**config.mk**
```make
export PLATFORM = sky130hd
export DESIGN_NAME = muxnx1_rr_pipe
export DESIGN_NICKNAME = d
export VERILOG_FILES = /design/src/rtl/muxnx1_pkg.sv /design/src/rtl/rr_arbiter.sv /design/src/rtl/muxnx1_rr_pipe.sv
export SDC_FILE = /design/constraint.sdc
export NUM_CORES = 1
export LEC_CHECK = 0
export ABC_AREA = 1
export BUFFER_PORTS_ARGS = -buffer_cell sky130_fd_sc_hd__buf_2
export CELL_PAD_IN_SITES_DETAIL_PLACEMENT = 2
export CELL_PAD_IN_SITES_GLOBAL_PLACEMENT = 2
export CORE_MARGIN = 8
export CORE_UTILIZATION = 22
export DETAILED_ROUTE_END_ITERATION = 16
export PLACE_DENSITY_LB_ADDON = 0.1
export RECOVER_POWER = 100
export SETUP_SLACK_MARGIN = 0.1
export SLEW_MARGIN = 20
export SYNTH_ARGS = -nofsm -noshare
export SYNTH_HDL_FRONTEND = slang
export SYNTH_HIERARCHICAL = 1
export SYNTH_SLANG_ARGS = --single-unit
export TNS_END_PERCENT = 100
```
**constraint.sdc**
```tcl
create_clock -name clk -period 2.8 [get_ports clk]
set_input_delay 0.56 -clock clk [delete_from_list [all_inputs] [get_ports clk]]
set_output_delay 0.56 -clock clk [all_outputs]
set_load 0.03 [all_outputs]
```
**src/rtl/muxnx1_pkg.sv**
```systemverilog
// Shared defaults and mode encodings for the N:1 round-robin pipelined mux.
package muxnx1_pkg;

  localparam int unsigned DEF_N     = 4;
  localparam int unsigned DEF_WIDTH = 8;

  localparam logic MODE_FIXED = 1'b0;
  localparam logic MODE_RR    = 1'b1;

endpackage

```
**src/rtl/rr_arbiter.sv**
```systemverilog
// Round-robin grant search over req, starting at a rotating pointer.
module rr_arbiter #(
  parameter int N  = 4,
  parameter int SW = $clog2(N)
) (
  input  logic          clk,
  input  logic          rst_n,
  input  logic [N-1:0]  req,
  input  logic          en,
  output logic [SW-1:0] grant_idx,
  output logic          grant_vld
);

  logic [SW-1:0] r_ptr;

  // Walk from the highest offset down so the lowest offset from r_ptr wins.
  always_comb begin
    grant_idx = '0;
    grant_vld = 1'b0;
    for (int i = N - 1; i >= 0; i--) begin
      int idx;
      idx = int'(r_ptr) + i;
      if (idx >= N) idx = idx - N;
      if (req[idx]) begin
        grant_idx = SW'(idx);
        grant_vld = 1'b1;
      end
    end
  end

  // N need not be a power of two, so wrap explicitly.
  always_ff @(posedge clk or negedge rst_n) begin
    if (!rst_n) begin
      r_ptr <= '0;
    end else if (en && grant_vld) begin
      r_ptr <= (int'(grant_idx) == N - 1) ? '0 : grant_idx + 1'b1;
    end
  end

endmodule

```
**src/rtl/muxnx1_rr_pipe.sv**
```systemverilog
// N:1 mux with fixed or round-robin selection and a single registered output stage.
module muxnx1_rr_pipe
  import muxnx1_pkg::*;
#(
  parameter int N     = DEF_N,
  parameter int WIDTH = DEF_WIDTH,
  parameter int SW    = $clog2(N)
) (
  input  logic             clk,
  input  logic             rst_n,
  input  logic             mode,
  input  logic [SW-1:0]    sel,
  input  logic [N-1:0]     in_valid,
  input  logic [N*WIDTH-1:0] in_data,
  output logic [N-1:0]     in_ready,
  output logic             out_valid,
  output logic [WIDTH-1:0] out_data,
  output logic [SW-1:0]    out_sel,
  input  logic             out_ready
);

  logic             r_out_valid;
  logic [WIDTH-1:0] r_out_data;
  logic [SW-1:0]    r_out_sel;

  logic             w_load_en;
  logic [SW-1:0]    w_arb_idx;
  logic             w_arb_vld;
  logic [SW-1:0]    w_grant;
  logic             w_grant_vld;
  logic             w_xfer;
  logic [WIDTH-1:0] w_data;

  assign w_load_en = !r_out_valid || out_ready;

  rr_arbiter #(
    .N  (N),
    .SW (SW)
  ) u_arb (
    .clk       (clk),
    .rst_n     (rst_n),
    .req       (in_valid),
    .en        ((mode == MODE_RR) && w_xfer),
    .grant_idx (w_arb_idx),
    .grant_vld (w_arb_vld)
  );

  // Fixed mode grants sel regardless of its valid; out-of-range sel grants nothing.
  always_comb begin
    w_grant     = '0;
    w_grant_vld = 1'b0;
    if (mode == MODE_RR) begin
      w_grant     = w_arb_idx;
      w_grant_vld = w_arb_vld;
    end else begin
      w_grant     = sel;
      w_grant_vld = int'(sel) < N;
    end
  end

  always_comb begin
    in_ready = '0;
    w_data   = '0;
    for (int k = 0; k < N; k++) begin
      in_ready[k] = w_grant_vld && w_load_en && (int'(w_grant) == k);
      if (int'(w_grant) == k) w_data = in_data[k*WIDTH +: WIDTH];
    end
  end

  assign w_xfer = |(in_ready & in_valid);

  always_ff @(posedge clk or negedge rst_n) begin
    if (!rst_n) begin
      r_out_valid <= 1'b0;
      r_out_data  <= '0;
      r_out_sel   <= '0;
    end else if (w_xfer) begin
      r_out_valid <= 1'b1;
      r_out_data  <= w_data;
      r_out_sel   <= w_grant;
    end else if (out_ready) begin
      r_out_valid <= 1'b0;
    end
  end

  assign out_valid = r_out_valid;
  assign out_data  = r_out_data;
  assign out_sel   = r_out_sel;

endmodule
```
# After elaboration in Yosys (flattened, before gate mapping)
# Index checks and enable logic that the tools add are counted.
# word_totals
register_bits	13
in_bits	42
out_inout_bits	15
wordCells	70
# classes
add_sub_neg	8
n_lt_le_gt_ge	8
eq_ne	4
n_mux	33
bitwise	1
n_reduce_logical	12
# ops
op	n
less-than comparator 32 x 4 -> 1 bit, second input constant	4
2-to-1 mux 32 bit	4
>= comparator 32 x 4 -> 1 bit, second input constant	3
subtractor 32 x 4 -> 32 bit, second input constant	3
2-to-1 mux 8 bit	4
2-to-1 mux 1 bit	15
2-to-1 mux 2 bit	6
binary-select mux 1 bit (select 2 bit)	4
logical AND 1 bit	7
adder 2 x 2 -> 3 bit, second input constant	2
bitwise AND 4 bit	1
== test 2 x 1 -> 1 bit, second input constant	2
== test 2 bit, second input constant	2
OR reduction 4 bit	1
subtractor 2 x 3 -> 4 bit, second input constant	1
adder 2 x 1 -> 3 bit, second input constant	1
>= comparator 2 x 3 -> 1 bit, second input constant	1
adder 2 x 1 -> 2 bit, second input constant	1
logical NOT 2 bit	1
nonzero test 2 bit	1
logical NOT 1 bit	1
logical OR 1 bit	1

# Depth between registers and ports, before layout
# depth
depth_word	17
depth_mapped	23
depth_no_buf	22

# Modules after synthesis
# The synthesis kept the hierarchy.
# by_module_without_submodules
mod	instances	cells_each	area_each_um2	seq_area_each_um2
muxnx1_rr_pipe	1	127	859.6	275.3
rr_arbiter	1	66	341.6	50.0

# Worst setup path after synthesis
# OpenSTA, ideal clock, no wires.
# synth_timing
path_type	input port to output port
from	input in_valid[3]
to	output in_ready[1]
t_arrival_ps	2312
required_ps	2240
slack_ps	-72
stages	16
n_path_buf	2
cell_sequence	inv_1 > nand2_1 > nand3_2 > nand2_1 > inv_1 > nand2_1 > nand2_1 > nand2_2 > nand2_2 > inv_1 > inv_1 > nand2_1 > nand2_2 > buf_6 > buf_2 > nor3_1
# synth_via
elab_chain_cells	10
elab_cells_between_ends	25
classes_between	eq/ne: 1; mux: 22; reduce/logical: 2
# synth_rtl
element	line_no	source
start, declared	muxnx1_rr_pipe.sv:13	input logic [N-1:0] in_valid,
binary-select mux 1 bit (select 2 bit)	rr_arbiter.sv:24	if (req[idx]) begin
2-to-1 mux 1 bit (implied by the code) (2 in series)	rr_arbiter.sv:24	
2-to-1 mux 2 bit (3 in series)	rr_arbiter.sv:24	
2-to-1 mux 2 bit (*)	rr_arbiter.sv:24	
via w_arb_idx[0]	muxnx1_rr_pipe.sv:27	logic [SW-1:0] w_arb_idx;
2-to-1 mux 2 bit (*)	muxnx1_rr_pipe.sv:52	if (mode == MODE_RR) begin
== test 2 bit (*)	muxnx1_rr_pipe.sv:65	in_ready[k] = w_grant_vld && w_load_en && (int'(w_grant) == k);
logical AND 1 bit (*)	muxnx1_rr_pipe.sv:65	
end, declared	muxnx1_rr_pipe.sv:15	output logic [N-1:0] in_ready,
# The timed path passes the listed nets; every way through them passes the cells marked *. The select of a mux whose other input is x is not followed.

# Worst setup path after layout
# layout_timing
from	register u_arb.r_ptr[0]
to	output in_ready[1]
# layout_via
elab_chain_cells	13
elab_cells_between_ends	40
classes_between	add/sub: 7; order compare: 4; eq/ne: 1; mux: 26; reduce/logical: 2
# layout_rtl
element	line_no	source
start, declared	rr_arbiter.sv:14	logic [SW-1:0] r_ptr;
start signal, assigned	rr_arbiter.sv:36	r_ptr <= (int'(grant_idx) == N - 1) ? '0 : grant_idx + 1'b1;
adder 2 x 2 -> 3 bit	rr_arbiter.sv:22	idx = int'(r_ptr) + i;
subtractor 32 x 4 -> 32 bit or >= comparator 32 x 4 -> 1 bit (tied branches)	rr_arbiter.sv:23	if (idx >= N) idx = idx - N;
2-to-1 mux 32 bit	rr_arbiter.sv:23	
binary-select mux 1 bit (select 2 bit)	rr_arbiter.sv:24	
2-to-1 mux 1 bit (implied by the code) (2 in series)	rr_arbiter.sv:24	
2-to-1 mux 2 bit (3 in series)	rr_arbiter.sv:24	
2-to-1 mux 2 bit (*)	rr_arbiter.sv:24	
via w_arb_idx[0]	muxnx1_rr_pipe.sv:27	
2-to-1 mux 2 bit (*)	muxnx1_rr_pipe.sv:52	
== test 2 bit (*)	muxnx1_rr_pipe.sv:65	
logical AND 1 bit (*)	muxnx1_rr_pipe.sv:65	
# Marked as above.

==> out/qor.csv <==
metric,value,unit
Fmax,382.9,MHz
Worst path slowest cell,dfrtp_2,
initial antenna violation count,0,
Placed Area,1633,sq um
#FFs+latches synth,13,
first-pass GRT wire length,8.500,mm
CTS Hold Bufs,0,
commonest cells in the netlist,"nand2_1 (68), nand3_1 (31), inv_1 (19)",
Finished Layout Cells,339,
vias in the first global route,1795,
cell taking the most area after synthesis,dfrtp_1,
layout cells sized above 1,0.3895,
ys flop type,dfrtp_1,
Std-Cell Rows,27,
Slew @ Worst Pin,710.3,ps
"Largest stage delay, worst path",430,ps
mapped cell area,1201,sq um
Starting Density,0.2222,
CTS Buffer Depth,2,
GP Congestion,0.7212,
dpl cells,327,
total gr overflow,0,
Final Setup Violations,0,
area of the die,8080,sq um
CTS tree,done,
MaxCap Viol Count,0,
# IOs,57,
Initial DRC Count,18,
CP cell instances,buf_4 > nand2_1 > nand2_2 > nand2_2 > nand2_1 > nand2_2 > nand2_1 > nand2_2 > nand2_2 > inv_2 > inv_1 > nand2_1 > nand2_4 > nor3_4 > clkbuf_2,
Area Growth Syn to Fin,46.87,%
post-route cell area,1764,sq um
met3 Use GR,0.03658,
WS Path Type,register to output port,
Die X-Extent,89.89,um
drt wl/cell,14.79,um
DRT antenna net count,0,
Worst Skew,2.943,ps
Post-synth ARST share,1.000,
Mean Syn Cell Area,6.224,sq um
worst min-delay path class,input port to async pin,
Root Buffer,clkbuf_8,
Std-Cell Core Area,5405,sq um
Synth cell types,22,
Fillers,711,
Total Wirelength,5.015,mm
Slew Limit Fails,0,
met2 usage in global routing,0.2448,
"most used cell, CP",nand2_2,
Clock Latency Late Sink,240,ps
largest net degree at the start of global routing,14,
Hold Fails Final Rpt,0,
Clock Pin Slew Worst Setup and Hold Paths,60,ps
share of the synthesized area in the top cell type,0.2708,
met1 Use GR,0.1257,
WP buf/inv,4,
crit path DAT,2050,ps
Tcrit/Tclk final,0.9326,
Nets,310,
"count leader, synth",nand2_1,
ANT cells,0,
CP Capture Type,output port,
status,finished clean,
"EDFF count, synth",0,
Total Routing Usage GR,0.1255,
max_slew headroom,0.5265,
Clock Sinks,13,
largest cells by area after synthesis,"dfrtp_1 (27%), nand2_1 (21%), nand3_1 (13%)",
Pwr Density,1206,nW/um^2
Die Y,89.89,um
Peak VDD IR,0.0003923,V
syn_nets,235,
Yosys warning count,6,
CP startpoint kind,register,
min Tclk post-route,2611,ps
post-synthesis sequential area ratio,0.2708,
most used routing layer,met2,
H-tree depth,1,
Critical Path RT,2240,ps
final HPWL from detailed placement,4.249,mm
DRT Pass-1 Iters,4,
Vias/cell,4.534,
Buffers on Ports,56,
Leak Pwr,0.9640,nW
unrepaired setup endpoints after global routing,true,
top cell family by delay on the critical path,simple AND/OR/NAND/NOR gates,
TritonCTS Buffers,3,
CP Max Fanout,7,
DRC Markers,0,
Post-Synthesis Cells,193,
vias,1537,
==> cell usage in the layout, fill, tap and decap left out, drive strengths merged <==
cell and instances:
nand2 85, nor3 4, inv 21, a21oi 1
nor2 7, nand3 34, nand3b 1, o21ai 11
buf 60, nand4 9, dfrtp 13, clkbuf 21
==> final timing paths <==
| kind | startpoint | end | slack, ps | depth (start not counted) |
|---|---|---|---|---|
| max in group asynchronous | rst_n | u_arb/r_ptr[0] | 1970 | 1 |
| worst min register to register | out_data[0] | out_data[0] | 480 | 2 |
| min in group clk | out_data[0] | out_data[0] | 480 | 2 |
| worst min-delay path | rst_n | out_valid | 340 | 1 |
| worst max register to register | u_arb/r_ptr[0] | u_arb/r_ptr[1] | 380 | 21 |
| worst max-delay path | u_arb/r_ptr[0] | in_ready[1] | 190 | 15 |
==> power by group <==
| part | switching, mW | total (mW) | internal, mW |
|---|---|---|---|
| registers | 0.0614 | 0.344 | 0.283 |
| clock network | 0.0685 | 0.169 | 0.101 |
| logic | 1.06 | 1.61 | 0.557 |
| total | 1.19 | 2.13 | 0.940 |
==> metrics by stage <==
step / TNS, ps / total power [mW] / utilization / setup slack [ps] / hold slack [ps]
4_1_cts: 0 / 2.129 / 0.3192 / 93.96 / 201.3
2_1_floorplan: -143.8 / 1.389 / - / -71.89 / 264.4
3_5_place_dp: 0 / 1.880 / 0.3021 / 81.42 / 468.5
3_3_place_gp: 0 / 1.859 / 0.3021 / 135.9 / 460.9
6_report: 0 / 2.127 / 0.3264 / 188.7 / 338.2
5_1_grt: 0 / 2.345 / 0.3264 / 44.98 / 406.7
==> layer usage <==
layer  up-vias  share of wire
li1        770              -
met1       725           0.40
met2        36           0.53
met3         6          0.058
met4         0          0.012
met5         -              0
==> cell type report <==
type                    instances  area [sq um]  area share
well taps                      72         90.09     0.05106
clock buffers                   4         45.04     0.02553
flip-flops and latches         13         327.8      0.1858
inverters                      21         81.33     0.04610
multi-input cells             152         800.8      0.4539
repair buffers                 77         419.2      0.2376
==> cell families (layout without fill, tap and decap cells) <==
kind of cell	Yosys count	count (layout)	share of synthesized area
buf+inv	28	102	0.1042
simple gates	140	140	0.5750
flops	13	13	0.2708
compound gates	12	12	0.04999
==> registers in the layout, indices dropped and copies added (netlist names) <==
signal	flops
out_valid	1
u_arb/r_ptr	2
out_data	8
out_sel	2
==> what timing repair did <==
item,4_1_cts,5_1_grt
endpoints found under the setup margin,4,4
gates resized for setup,12,9
hold endpoints to repair,0,0
pin swaps,2,3
buffers inserted,2,6
(Power assumes the default switching activity.)
